File: src/rtl/gpi_debounce_pkg.sv
// Shared types and helpers for the GPI input conditioning path.
// Holds the per-channel state encoding and counter sizing.
package gpi_debounce_pkg;

    typedef enum logic {
        DbIdle,
        DbSettling
    } db_state_e;

    function automatic int db_cnt_width(int cycles);
        return (cycles <= 1) ? 1 : $clog2(cycles);
    endfunction

endpackage

File: src/rtl/gpi_debounce_chan.sv
// One GPI channel: pad synchroniser, stability filter and edge pulses.
// The level only moves after DebounceCycles consecutive mismatching samples.
module gpi_debounce_chan
    import gpi_debounce_pkg::*;
#(
    parameter int   SyncStages     = 2,
    parameter int   DebounceCycles = 50000,
    parameter logic ResetVal       = 1'b0
) (
    input  logic clk_sys_i,
    input  logic rst_sys_ni,
    input  logic raw_i,
    output logic gp_o,
    output logic rise_o,
    output logic fall_o
);

    localparam int CntW = db_cnt_width(DebounceCycles);
    localparam logic [CntW-1:0] CntLast = CntW'(DebounceCycles - 1);
    localparam logic [CntW-1:0] CntOne  = CntW'(1);

    logic [SyncStages-1:0] sync_q;
    logic                  syn;
    logic                  mismatch;

    db_state_e       state_q, state_d;
    logic [CntW-1:0] cnt_q, cnt_d;
    logic            gp_q, gp_d;
    logic            rise_q, rise_d;
    logic            fall_q, fall_d;
    logic            flip;

    always_ff @(posedge clk_sys_i or negedge rst_sys_ni) begin
        if (!rst_sys_ni) begin
            sync_q <= {SyncStages{ResetVal}};
        end else begin
            sync_q <= {sync_q[SyncStages-2:0], raw_i};
        end
    end

    assign syn      = sync_q[SyncStages-1];
    assign mismatch = syn ^ gp_q;

    always_ff @(posedge clk_sys_i or negedge rst_sys_ni) begin
        if (!rst_sys_ni) begin
            state_q <= DbIdle;
            cnt_q   <= '0;
            gp_q    <= ResetVal;
            rise_q  <= 1'b0;
            fall_q  <= 1'b0;
        end else begin
            state_q <= state_d;
            cnt_q   <= cnt_d;
            gp_q    <= gp_d;
            rise_q  <= rise_d;
            fall_q  <= fall_d;
        end
    end

    always_comb begin
        state_d = state_q;
        cnt_d   = cnt_q;
        gp_d    = gp_q;
        rise_d  = 1'b0;
        fall_d  = 1'b0;
        flip    = 1'b0;
        unique case (state_q)
            DbIdle: begin
                if (mismatch) begin
                    // A single-cycle filter accepts on the first differing sample
                    if (DebounceCycles == 1) begin
                        flip = 1'b1;
                    end else begin
                        state_d = DbSettling;
                        cnt_d   = CntOne;
                    end
                end
            end
            DbSettling: begin
                if (!mismatch) begin
                    state_d = DbIdle;
                    cnt_d   = '0;
                end else if (cnt_q == CntLast) begin
                    flip = 1'b1;
                end else begin
                    cnt_d = cnt_q + CntOne;
                end
            end
        endcase
        if (flip) begin
            gp_d    = ~gp_q;
            rise_d  = ~gp_q;
            fall_d  = gp_q;
            state_d = DbIdle;
            cnt_d   = '0;
        end
    end

    assign gp_o   = gp_q;
    assign rise_o = rise_q;
    assign fall_o = fall_q;

endmodule

File: src/rtl/gpi_debounce.sv
// Board switch/button conditioning in front of the GPI bus.
// Every bit is an independent channel; this level only slices vectors.
module gpi_debounce
    import gpi_debounce_pkg::*;
#(
    parameter int               Width          = 8,
    parameter int               SyncStages     = 2,
    parameter int               DebounceCycles = 50000,
    parameter logic [Width-1:0] ResetValue     = '0
) (
    input  logic             clk_sys_i,
    input  logic             rst_sys_ni,
    input  logic [Width-1:0] raw_i,
    output logic [Width-1:0] gp_o,
    output logic [Width-1:0] rise_o,
    output logic [Width-1:0] fall_o
);

    for (genvar i = 0; i < Width; i++) begin : g_chan
        gpi_debounce_chan #(
            .SyncStages     (SyncStages),
            .DebounceCycles (DebounceCycles),
            .ResetVal       (ResetValue[i])
        ) u_chan (
            .clk_sys_i  (clk_sys_i),
            .rst_sys_ni (rst_sys_ni),
            .raw_i      (raw_i[i]),
            .gp_o       (gp_o[i]),
            .rise_o     (rise_o[i]),
            .fall_o     (fall_o[i])
        );
    end

endmodule

File: config.mk
export PLATFORM = sky130hd
export DESIGN_NAME = gpi_debounce
export DESIGN_NICKNAME = d
export VERILOG_FILES = /design/src/rtl/gpi_debounce_pkg.sv /design/src/rtl/gpi_debounce_chan.sv /design/src/rtl/gpi_debounce.sv
export SDC_FILE = /design/constraint.sdc
export NUM_CORES = 1
export LEC_CHECK = 0
export ABC_AREA = 1
export CORE_ASPECT_RATIO = 0.6
export CORE_UTILIZATION = 45
export DETAILED_ROUTE_END_ITERATION = 10
export PLACE_DENSITY = 0.66
export SYNTH_ARGS = -nofsm -noshare
export SYNTH_HDL_FRONTEND = slang
export SYNTH_SLANG_ARGS = --single-unit
File: constraint.sdc
create_clock -name clk_sys_i -period 4.86 [get_ports clk_sys_i]
set_clock_uncertainty 0.2 [all_clocks]
set_input_delay 0.486 -clock clk_sys_i [delete_from_list [all_inputs] [get_ports clk_sys_i]]
set_output_delay 0.486 -clock clk_sys_i [all_outputs]
set_load 0.005 [all_outputs]
Yosys cells after proc, flatten, opt, wreduce, memory -nomap -nowiden:

Index checks and enable logic that the tools add are counted.

* register bits: 176
* input port bits: 10

* bitwise gates (word level): 24
* equal/unequal tests: 24
* multiplexer cells: 96
* $add $sub $neg: 8
* reductions and logical operators: 8

Operators with widths (count)
* two-way mux 16 bit: 32
* one-hot mux 16 bit (2 select lines): 8
* adder 16 x 1 -> 16 bit (second input constant): 8
* == test 16 bit (second input constant): 8
* two-way mux 1 bit: 56
* != test 4 bit (second input constant): 8
* != test 3 x 1 -> 1 bit (second input constant): 8
* inverter 1 bit: 16
* AND reduction 2 bit: 8
* bitwise XOR 1 bit: 8

Logic depth before layout (Yosys ltp):

* depth in word-level cells: 6
* depth in mapped cells: 10

Modules after synthesis:

A second synthesis with hierarchy kept.

* cell total of the unflattened synthesis: 1361
* area total of the unflattened synthesis: 9995.8 sq um

Modules (own cells, without submodules)
* gpi_debounce_chan (g_chan[0].u_chan ...): sequential area each 550.5 sq um, instances 7, cells an instance 170, area each 1238.7 sq um
* gpi_debounce_chan (g_chan[7].u_chan): sequential area each 550.5 sq um, instances 1, cells an instance 171, area each 1325.0 sq um

Worst setup path after synthesis:

No wires, ideal clock.

* kind: reg2reg
* start point: register g_chan[2].u_chan.cnt_q[0]
* end point: register g_chan[2].u_chan.cnt_q[4]
* data arrival time: 1.221 ns
* stages on the path, launching flop included: 10
* library setup time: 0.123 ns
* slack: 3.316 ns
* buffers on the path: 1
* required time: 4.537 ns
* path through: dfrtp_1 ha_1 nand2_2 inv_2 nand2_2 nor2_1 nand2_1 nand3_2 buf_6 o21ai_2

* cells in the longest elaborated chain, start to end: 6
* elaborated cells on any way between the ends: 12
* those cells by class: 1 x add/sub; 3 x eq/ne; 7 x mux; 1 x reduce/logical

RTL lines
* from (decl): line gpi_debounce_chan.sv:27 `logic [CntW-1:0] cnt_q, cnt_d;`
* from (signal assigned): line gpi_debounce_chan.sv:53 `cnt_q <= cnt_d;`
* parallel branches: the longest is 6 deep, another holds adder 16 x 1 -> 16 bit

Several ways; the timed one is not identified. The select of a mux whose other input is x is not followed.
A chain may end at the register's enable or synchronous reset.

Final worst setup path:

* start point: register g_chan[7].u_chan.gp_q
* end point: output port gp_o[7]

RTL lines
* from (decl): line gpi_debounce_chan.sv:28 `logic gp_q, gp_d;`
* from (signal assigned): line gpi_debounce_chan.sv:48 `gp_q <= ResetVal;`
* from (signal assigned): line gpi_debounce_chan.sv:54 `gp_q <= gp_d;`
* to (decl): line gpi_debounce.sv:14 `output logic [Width-1:0] gp_o,`

No word-level cell between the ends.

==> results.json <==
{
  "slew_viol_final": 0,
  "syn-cell-area_um2": 10400,
  "final.setup.tns_ns": 0,
  "fillers": 2127,
  "ys.flop_type": "dfrtp_1",
  "post_cts_buffers": 0,
  "overflow": 0,
  "start_kind": "register",
  "hold_viol": 0,
  "yosys.area.top_type": "dfrtp_1",
  "tightestPinTransition_ns": 0.685,
  "maxSlewHeadroom_pct": 54.3,
  "grt_pass1_wl_um": 38200,
  "drt_first_pass_iters": 6,
  "clock-sinks": 176,
  "path_class": "register to output port",
  "drt-wirelength-per-cell_um": 12.4,
  "core_area_um2": 22300,
  "antennaDiodeCount": 0,
  "root_buffer": "clkbuf_16",
  "powerDensity_nw_per_um2": 273,
  "h-tree-depth": 4,
  "dieArea_um2": 23700,
  "routed_wl_um": 22100,
  "critical_path.max_fanout": 5,
  "worstSkewPairLatency_ns": 0.44,
  "cp_cell_sequence": "clkdlybuf4s50_1",
  "grt_setup_unrepaired": "no",
  "reg2regPathDepth": 10,
  "combinationalPowerShare_pct": 4.4,
  "dp_hpwl_um": 15800,
  "gp_congestion": 0.858,
  "ioPinCount": 34,
  "start_util_pct": 46.6,
  "seq_power_share_pct": 49.0,
  "power_mw": 3.11,
  "post-route-period-util_pct": 43.2,
  "first_iter_violations": 715,
  "nets": 1469,
  "mostFrequentLayoutCells": "nand2_1 (489), nor2_1 (195), dfrtp_1 (176)",
  "cts.clk_slew.worst_paths_ns": 0.07,
  "p_clk_share_pct": 46.6,
  "die_w_um": 198,
  "setup_viol": 0,
  "yosys_warnings": 0,
  "cap_violations": 0,
  "swShare_pct": 23.6,
  "cpPeakStageDelay_ns": 0.54,
  "ys_types": 28,
  "hold_depth": 0,
  "cts_resized": 0,
  "yosysSeqAreaShare_pct": 42.4,
  "max-vdd-ir-drop_mv": 0.222,
  "cp.arrival_ns": 1.41,
  "hold_end": "g_chan[0].u_chan.sync_q[1]",
  "avgSynthCellArea_um2": 7.17,
  "cts_buffers": 17,
  "drc": 0,
  "synth_edf_count": 0,
  "critPathBufInv": 1,
  "status": "complete, no violations",
  "reg2reg_from": "g_chan[2].u_chan.cnt_q[0]",
  "p_int_mw": 2.37,
  "grt_pass1_vias": 7764,
  "synth.area.top_cells": "dfrtp_1 (42%), nand2_1 (18%), nor2_1 (7.0%)",
  "ys_async_sr_fraction_pct": 100,
  "rows": 42,
  "synth.top_cell.area_share_pct": 42.4,
  "crit_family": "buffers and inverters",
  "final_common_cell": "nand2_1",
  "ant_nets": 0,
  "syn_to_final_growth_pct": 9.47,
  "max-clock-path-buffers": 2,
  "die-height_um": 120,
  "fmax_ghz": 0.476,
  "rrSetupSlack_ns": 2.90,
  "crit_slowest_cell": "clkdlybuf4s50_1",
  "grt_use_total_pct": 20.1,
  "cp-end-kind": "output port",
  "p_leak_nw": 4.94,
  "p_switching_uw": 734,
  "ys_seq_elements": 176,
  "antenna_found_initial": 0,
  "syn_nets": 1469,
  "port_buffers": 33,
  "drive_gt1_share_pct": 8.27,
  "critical_path_required_ns": 4.17,
  "viasPerCell": 4.89,
  "min_period_ns": 2.10,
  "vias": 8661,
  "ctsHoldBuffers": 1,
  "timing.rr.end": "g_chan[2].u_chan.cnt_q[14]",
  "syn-instance-count": 1451,
  "hold_start": "g_chan[0].u_chan.sync_q[0]",
  "grt_max_degree": 96,
  "cts_tree": "built",
  "hp-class": "register to register"
}
-- worst max path at each step --
stage	to	cells past startpoint	slack [ns]	start
after detailed placement	g_chan[2].u_chan.cnt_q[14]	10	2.92	g_chan[2].u_chan.cnt_q[0]
after global routing	g_chan[2].u_chan.cnt_q[14]	10	2.67	g_chan[2].u_chan.cnt_q[0]
after floorplan	g_chan[2].u_chan.cnt_q[4]	9	3.32	g_chan[2].u_chan.cnt_q[0]
final	gp_o[7]	1	2.76	g_chan[7].u_chan.gp_o
after global placement	g_chan[2].u_chan.cnt_q[10]	10	2.96	g_chan[2].u_chan.cnt_q[0]
after CTS	gp_o[7]	1	2.74	g_chan[7].u_chan.gp_o
-- kinds of logic (layout without fill, tap and decap cells) --
group | Yosys count | after routing | synth area share, %
xor+xnor | 58 | 58 | 4.89
flops | 176 | 176 | 42.4
compound gates | 123 | 123 | 6.77
simple gates | 868 | 868 | 35.4
buf+inv | 218 | 231 | 9.58
fa+ha+maj | 8 | 8 | 0.963
-- power groups by stage --
stage / sequential [mW] / combinational (mW) / clock [mW]
final: 1.52 / 0.137 / 1.45
after global routing: 1.53 / 0.160 / 1.54
after CTS: 1.52 / 0.141 / 1.49
after detailed placement: 1.55 / 0.140 / 0
after global placement: 1.55 / 0.139 / 0
after floorplan: 1.54 / 0.0861 / 0
-- cell type report --
| type | instances | area, µm² | area share (%) |
|---|---|---|---|
| Tap cell | 308 | 385 | 3.39 |
| Sequential cell | 176 | 4400 | 38.7 |
| Inverter | 164 | 616 | 5.41 |
| Clock inverter | 11 | 155 | 1.36 |
| Multi-Input combinational cell | 1057 | 5000 | 43.9 |
| Clock buffer | 21 | 460 | 4.04 |
| Timing Repair Buffer | 35 | 364 | 3.20 |
-- registers in the layout, summed over array words and instances (netlist names) --
register and cells:
g_chan.u_chan.cnt_q 128, g_chan.u_chan.sync_q 16, g_chan.u_chan.fall_o 8, g_chan.u_chan.gp_o 8, g_chan.u_chan.rise_o 8, g_chan.u_chan.state_q 8
-- per-stage QoR --
step / worst slack (ns) / hold slack [ns] / instance area (µm²) / util, % / cells
global placement: 2.96 / 0.133 / 10800 / 48.2 / 1739
finish: 2.76 / 0.144 / 11400 / 51.0 / 1772
floorplan: 3.32 / -0.00959 / 10400 / - / 1451
global route: 2.67 / 0.162 / 11400 / 51.0 / 1772
CTS: 2.74 / 0.147 / 11400 / 51.0 / 1772
detailed placement: 2.92 / 0.136 / 10800 / 48.2 / 1739
-- synth_stat cells (6+ instances only) --
library cell,n
xnor2_1,10
buf_4,34
buf_2,16
ha_1,8
dfrtp_1,176
inv_2,15
nand3_2,12
nand2_1,489
o21bai_1,6
nor2_2,22
nand4_1,39
inv_1,147
nor2_1,195
a21boi_0,8
xor2_1,48
nand3_1,80
or2_2,6
o21ai_1,76
nand2_2,16
o21ai_0,20
o21ai_2,11
-- routing by layer --
| layer | global-route usage (%) | share of wire, % |
|---|---|---|
| met1 | 33.6 | 57 |
| met2 | 25.7 | 37 |
| met3 | 4.02 | 6.0 |
| met4 | 4.07 | 0.65 |
| met5 | 0 | 0 |
No activity file was read; power rests on OpenSTA's default activity.
